===== src/rtl/alu_seq_ctrl_pkg.sv =====
// rtl/alu_seq_ctrl_pkg.sv - shared encodings for the multicycle ALU sequencer
//
// Purpose: state encoding, opcode constants and datapath mux select encodings
//          shared by alu_seq_ctrl and alu_seq_decode.
// Ports:   none (package).
package alu_seq_ctrl_pkg;

  typedef enum logic [3:0] {
    st_reset     = 4'd0,
    st_fetch     = 4'd1,
    st_decode    = 4'd2,
    st_exec_r    = 4'd3,
    st_r_wb      = 4'd4,
    st_mem_addr  = 4'd5,
    st_mem_rd    = 4'd6,
    st_lw_wb     = 4'd7,
    st_mem_wr    = 4'd8,
    st_branch    = 4'd9,
    st_jump      = 4'd10,
    st_addi_exec = 4'd11,
    st_addi_wb   = 4'd12,
    st_exc       = 4'd13
  } state_t;

  // Opcodes (IR[31:26])
  localparam logic [5:0] op_rtype = 6'h00;
  localparam logic [5:0] op_lw    = 6'h23;
  localparam logic [5:0] op_sw    = 6'h2b;
  localparam logic [5:0] op_beq   = 6'h04;
  localparam logic [5:0] op_j     = 6'h02;
  localparam logic [5:0] op_addi  = 6'h08;

  // ALU operand A select
  localparam logic srca_pc   = 1'b0;
  localparam logic srca_rega = 1'b1;

  // ALU operand B select
  localparam logic [1:0] srcb_regb   = 2'b00;
  localparam logic [1:0] srcb_four   = 2'b01;
  localparam logic [1:0] srcb_imm    = 2'b10;
  localparam logic [1:0] srcb_imm_sh = 2'b11;

  // ALU operation
  localparam logic [1:0] aluop_add   = 2'b00;
  localparam logic [1:0] aluop_sub   = 2'b01;
  localparam logic [1:0] aluop_funct = 2'b10;

  // PC source select
  localparam logic [1:0] pcsrc_alu    = 2'b00;
  localparam logic [1:0] pcsrc_aluout = 2'b01;
  localparam logic [1:0] pcsrc_jump   = 2'b10;
  localparam logic [1:0] pcsrc_exc    = 2'b11;

endpackage


===== src/rtl/alu_seq_decode.sv =====
// rtl/alu_seq_decode.sv - opcode to dispatch-state decoder
//
// Purpose: combinational mapping of the instruction opcode to the state the
//          sequencer enters after DECODE, and after MEM_ADDR.
// Ports:   opcode   in  6  IR[31:26]
//          dispatch out 4  successor of DECODE
//          mem_next out 4  successor of MEM_ADDR
module alu_seq_decode
  import alu_seq_ctrl_pkg::*;
(
  input  logic [5:0] opcode,
  output state_t     dispatch,
  output state_t     mem_next
);

  always_comb begin
    dispatch = st_exc;
    case (opcode)
      op_rtype:     dispatch = st_exec_r;
      op_lw, op_sw: dispatch = st_mem_addr;
      op_beq:       dispatch = st_branch;
      op_j:         dispatch = st_jump;
      op_addi:      dispatch = st_addi_exec;
      default:      dispatch = st_exc;
    endcase
  end

  // Only reachable with a load/store opcode; anything else traps.
  always_comb begin
    mem_next = st_exc;
    case (opcode)
      op_lw:   mem_next = st_mem_rd;
      op_sw:   mem_next = st_mem_wr;
      default: mem_next = st_exc;
    endcase
  end

endmodule


===== src/rtl/alu_seq_ctrl.sv =====
// rtl/alu_seq_ctrl.sv - multicycle ALU/memory sequencer control FSM
//
// Purpose: 14-state control FSM for a multicycle datapath. State register is
//          asynchronously reset; outputs are decoded from the registered state
//          (plus mem_ready in FETCH and zero in BRANCH).
// Ports:   clk, reset (async, active-high)
//          opcode[5:0], zero, overflow, mem_ready           inputs
//          alu_src_a, alu_src_b[1:0], alu_op[1:0]           ALU selects
//          pc_write, pc_write_cond, ir_write, mem_read, mem_write,
//          reg_write, reg_dst, mem_to_reg, epc_write         strobes/selects
//          pc_source[1:0], state_out[3:0]                    PC mux, debug
module alu_seq_ctrl
  import alu_seq_ctrl_pkg::*;
(
  input  logic       clk,
  input  logic       reset,
  input  logic [5:0] opcode,
  input  logic       zero,
  input  logic       overflow,
  input  logic       mem_ready,
  output logic       alu_src_a,
  output logic [1:0] alu_src_b,
  output logic [1:0] alu_op,
  output logic       pc_write,
  output logic       pc_write_cond,
  output logic       ir_write,
  output logic       mem_read,
  output logic       mem_write,
  output logic       reg_write,
  output logic       reg_dst,
  output logic       mem_to_reg,
  output logic       epc_write,
  output logic [1:0] pc_source,
  output logic [3:0] state_out
);

  state_t state;
  state_t dispatch;
  state_t mem_next;

  alu_seq_decode u_decode (
    .opcode   (opcode),
    .dispatch (dispatch),
    .mem_next (mem_next)
  );

  // opcode is only consulted through dispatch/mem_next in DECODE and MEM_ADDR.
  always_ff @(posedge clk or posedge reset) begin
    if (reset) begin
      state <= st_reset;
    end else begin
      case (state)
        st_reset:     state <= st_fetch;
        st_fetch:     state <= mem_ready ? st_decode : st_fetch;
        st_decode:    state <= dispatch;
        st_exec_r:    state <= overflow ? st_exc : st_r_wb;
        st_r_wb:      state <= st_fetch;
        st_mem_addr:  state <= mem_next;
        st_mem_rd:    state <= mem_ready ? st_lw_wb : st_mem_rd;
        st_lw_wb:     state <= st_fetch;
        st_mem_wr:    state <= mem_ready ? st_fetch : st_mem_wr;
        st_branch:    state <= st_fetch;
        st_jump:      state <= st_fetch;
        st_addi_exec: state <= overflow ? st_exc : st_addi_wb;
        st_addi_wb:   state <= st_fetch;
        st_exc:       state <= st_fetch;
        default:      state <= st_reset;
      endcase
    end
  end

  always_comb begin
    alu_src_a     = srca_pc;
    alu_src_b     = srcb_regb;
    alu_op        = aluop_add;
    pc_write      = 1'b0;
    pc_write_cond = 1'b0;
    ir_write      = 1'b0;
    mem_read      = 1'b0;
    mem_write     = 1'b0;
    reg_write     = 1'b0;
    reg_dst       = 1'b0;
    mem_to_reg    = 1'b0;
    epc_write     = 1'b0;
    pc_source     = pcsrc_alu;
    case (state)
      st_fetch: begin
        mem_read  = 1'b1;
        alu_src_a = srca_pc;
        alu_src_b = srcb_four;
        alu_op    = aluop_add;
        pc_source = pcsrc_alu;
        // IR and PC+4 commit only on the cycle the fetch completes
        ir_write  = mem_ready;
        pc_write  = mem_ready;
      end
      st_decode: begin
        alu_src_a = srca_pc;
        alu_src_b = srcb_imm_sh;
        alu_op    = aluop_add;
      end
      st_exec_r: begin
        alu_src_a = srca_rega;
        alu_src_b = srcb_regb;
        alu_op    = aluop_funct;
      end
      st_r_wb: begin
        reg_dst   = 1'b1;
        reg_write = 1'b1;
      end
      st_mem_addr, st_addi_exec: begin
        alu_src_a = srca_rega;
        alu_src_b = srcb_imm;
        alu_op    = aluop_add;
      end
      st_mem_rd: mem_read = 1'b1;
      st_lw_wb: begin
        mem_to_reg = 1'b1;
        reg_write  = 1'b1;
      end
      st_mem_wr: mem_write = 1'b1;
      st_branch: begin
        alu_src_a     = srca_rega;
        alu_src_b     = srcb_regb;
        alu_op        = aluop_sub;
        pc_write_cond = 1'b1;
        pc_source     = pcsrc_aluout;
        pc_write      = zero;
      end
      st_jump: begin
        pc_write  = 1'b1;
        pc_source = pcsrc_jump;
      end
      st_addi_wb: reg_write = 1'b1;
      st_exc: begin
        epc_write = 1'b1;
        pc_write  = 1'b1;
        pc_source = pcsrc_exc;
      end
      default: ;
    endcase
  end

  assign state_out = state;

endmodule


===== config.mk =====
export PLATFORM = sky130hd
export DESIGN_NAME = alu_seq_ctrl
export DESIGN_NICKNAME = d
export VERILOG_FILES = /design/src/rtl/alu_seq_ctrl_pkg.sv /design/src/rtl/alu_seq_decode.sv /design/src/rtl/alu_seq_ctrl.sv
export SDC_FILE = /design/constraint.sdc
export NUM_CORES = 1
export LEC_CHECK = 0
export CAP_MARGIN = 20
export CORE_MARGIN = 2
export CORE_UTILIZATION = 43
export CTS_BUF_LIST = sky130_fd_sc_hd__clkbuf_2
export DETAILED_ROUTE_END_ITERATION = 8
export HOLD_SLACK_MARGIN = 0.1
export PLACE_DENSITY_LB_ADDON = 0.12
export SKIP_CTS_REPAIR_TIMING = 1
export SLEW_MARGIN = 10
export SYNTH_ARGS = -nofsm -noshare
export SYNTH_HDL_FRONTEND = slang
export SYNTH_SLANG_ARGS = --single-unit
export TNS_END_PERCENT = 30

===== constraint.sdc =====
create_clock -name clk -period 3.65 [get_ports clk]
set_clock_uncertainty 0.2 [all_clocks]
set_input_delay 0.73 -clock clk [delete_from_list [all_inputs] [get_ports clk]]
set_output_delay 0.73 -clock clk [all_outputs]
set_load 0.02 [all_outputs]

==> results.md <==
* Compound-Gate Fraction of Synth Area at slightly above 20%
* Final min period at 3194 ps
* Synthesized area at just under 600 µm²
* Worst Setup SP: state_out[0]
* Number of synthesized flops with an enable pin at 0
* Largest net degree at the start of global routing at 21
* TritonCTS clock tree: built
* IO Count at 31
* Die H at approximately 41 µm
* DR WL/cell at around 12 µm
* Most frequent cells in the layout: 30 x clkdlybuf4s50_1, 12 x nor2_1, 9 x nor3_1
* Layout cells sized above 1 at 8.772%
* Pwr Density at ~840 nW/µm²
* Ys async rst share at 100.0%
* Worst R2R Start: state_out[0]
* Max reg flops at 4
* Adder-Cell Fraction of Synth Area at 0%
* CP arrival at 2260 ps
* Period utilization at between 80% and 90%
* YS warnings at 0
* Initial Utilization at a little under half
* # placed instances at 126
* Clock Path Buffers at 2
* Antenna violations before repair at 0
* CP required at 2720 ps
* Final GP Congestion at approximately 0.8
* 1st-pass router iterations at 4
* Core area at between 1000 and 1500 µm²
* Main flop type after synthesis: dfrtp_1
* Vias in the first global route at 504
* Worst-margin pin slew at between 700 and 800 ps
* TNS Setup at 0 ps
* Syn_nets at 98
* Worst min-delay path category: in2async
* Hpwl dp at around 1100 µm
* Largest cells by area after synthesis: dfrtp_1 17%, nor3_1 7.6%, nor2_1 7.6%
* Finish-stage setup viols at 0
* Startpoint Class: register
* Max cap viols at 0
* Clock sink count at 4
* Yosys top cell area share at between 10% and 20%
* VDD IR max at slightly above 0.5 mV
* XOR/XNOR Fraction of Synth Area at under 10%
* ANT nets after route at 0
* Root Buffer: clkbuf_2
* Final hold violation count at 0
* DP Area at 874.6 µm²
* I/O Buffers at 30
* Mux share of post-synthesis cell area at 3.782%
* TritonCTS Buffers at 3
* Via-to-Cell Ratio at 5.767
* Crit-path slowest cell: nor2b_1
* Total track usage at about a fifth
* Largest family of logic cells by synthesized area: simple AND/OR/NAND/NOR gates
* # DRC at 0
* CTS clk-pin slew, worst paths at 50 ps
* Synth unique cells at 34
* Design Area, Final at slightly below 900 µm²
* Critical path, cell by cell: nor2b_1 -> mux2i_4 -> nor2b_2 -> a211o_1 -> clkdlybuf4s50_1
* Post-synth top area cell: dfrtp_1
* Via count at roughly 740
* Layout Cells excl Fill at 129
* Later-pin clock latency in the skew report at 210 ps
* Syn avg cell area at slightly below 7 µm²
* FILL cells at between 100 and 150
* Diode count at 0
* Slowest stage delay, CP at 610 ps
* Global-route wire length before repair at ~2100 µm
* Tot Pwr at about 0.75 mW
* P&R area growth vs syn at 49.37%
* 1st-iter DRT viols at 23
* Setup crit end kind: output pin
* Seq/Total Area, Yosys at approximately 17%
* Synth Register Bits at 4
* Critical setup path kind: reg2out
* Rel. slew slack at ~52%
* GRT overflow at 0
* Commonest non-fill, non-tap cell in the layout: clkdlybuf4s50_1
* H-tree depth at 1
* Status: finished clean
* Simple-gate share of the synthesized area at between 40 and 50%
* Die Wd at a little over 40 µm
* Critical Path Fanout Max at 10
* Max frequency at 313.1 MHz
* Post-Syn Instances at just under 90
* Die ar. at 1699 µm²
* Slew Viols, Final at 0
* LEAKAGE at around 0.34 nW
* RSZ-0062 raised after global routing: false
* Final Net Count at 127
* Row cnt at 13
* Final WL at about 1500 µm
## logic make-up (layout without fill, tap and decap cells)
kind of cell / after synthesis / in the layout
AND/OR/NAND/NOR: 52 / 52
XOR/XNOR: 1 / 1
flip-flops: 4 / 4
AO/OA/AOI/OAI: 19 / 19
buffers and inverters: 10 / 37
multiplexers: 1 / 1
## power breakdown
group | switching [mW] | internal (mW)
Sequential | 0.0457 | 0.0629
Clock | 0.0186 | 0.0221
Combinational | 0.312 | 0.290
## final cells by class
class	count	area, µm²	share of cell area [%]
clock buffer	3	15.01	1.688
inverter	1	3.754	0.4219
multi-input combinational	73	429.2	48.24
sequential	4	100.1	11.25
tap	15	18.77	2.110
timing repair buffer	33	322.8	36.29
## worst max-delay path: cells and delay by family, from the launching register on
kind / cells / cell delay (ps)
compound gates: 1 / 100
buf+inv: 1 / 590
flops: 1 / 470
mux: 1 / 140
simple gates: 2 / 760
## cells in the mapped netlist (2+ instances only)
| cell | n |
|---|---|
| nor2_1 | 12 |
| nor3_1 | 9 |
| nand3_1 | 8 |
| a21oi_1 | 5 |
| buf_2 | 5 |
| nand2_1 | 5 |
| dfrtp_1 | 4 |
| nand2b_1 | 4 |
| a211oi_1 | 2 |
| a31oi_1 | 2 |
| and2_1 | 2 |
| and3_1 | 2 |
| buf_4 | 2 |
| buf_6 | 2 |
| nor2b_1 | 2 |
| o21a_1 | 2 |
| o21ai_0 | 2 |
## final timing paths
| kind | end | slack [ps] | cells after the start |
|---|---|---|---|
| hold reg to reg | state_out[2] | 550 | 3 |
| min in group clk | state_out[2] | 550 | 3 |
| max in group asynchronous | state_out[0] | 2610 | 2 |
| setup reg to reg | state_out[1] | 1910 | 3 |
| hold / removal | state_out[2] | 500 | 2 |
| setup / recovery | pc_write | 460 | 5 |
## routing by layer
metal  GRT usage, %  up-vias  share of wire [%]
li1               -      370                  -
met1          27.18      337                 44
met2          28.13       35                 48
met3          3.261        2                7.3
met4          4.839        0               0.67
met5              0        -                  0
## per-stage QoR
step	hold WS, ps	worst slack, ps	util, %
2_1_floorplan	296.1	1256	-
3_3_place_gp	533.4	557.6	67.21
3_5_place_dp	540.3	540.2	67.21
4_1_cts	501.6	451.3	68.37
5_1_grt	515.4	325.2	68.37
6_report	497.7	455.8	68.37
No activity file was read; power rests on OpenSTA's default activity.
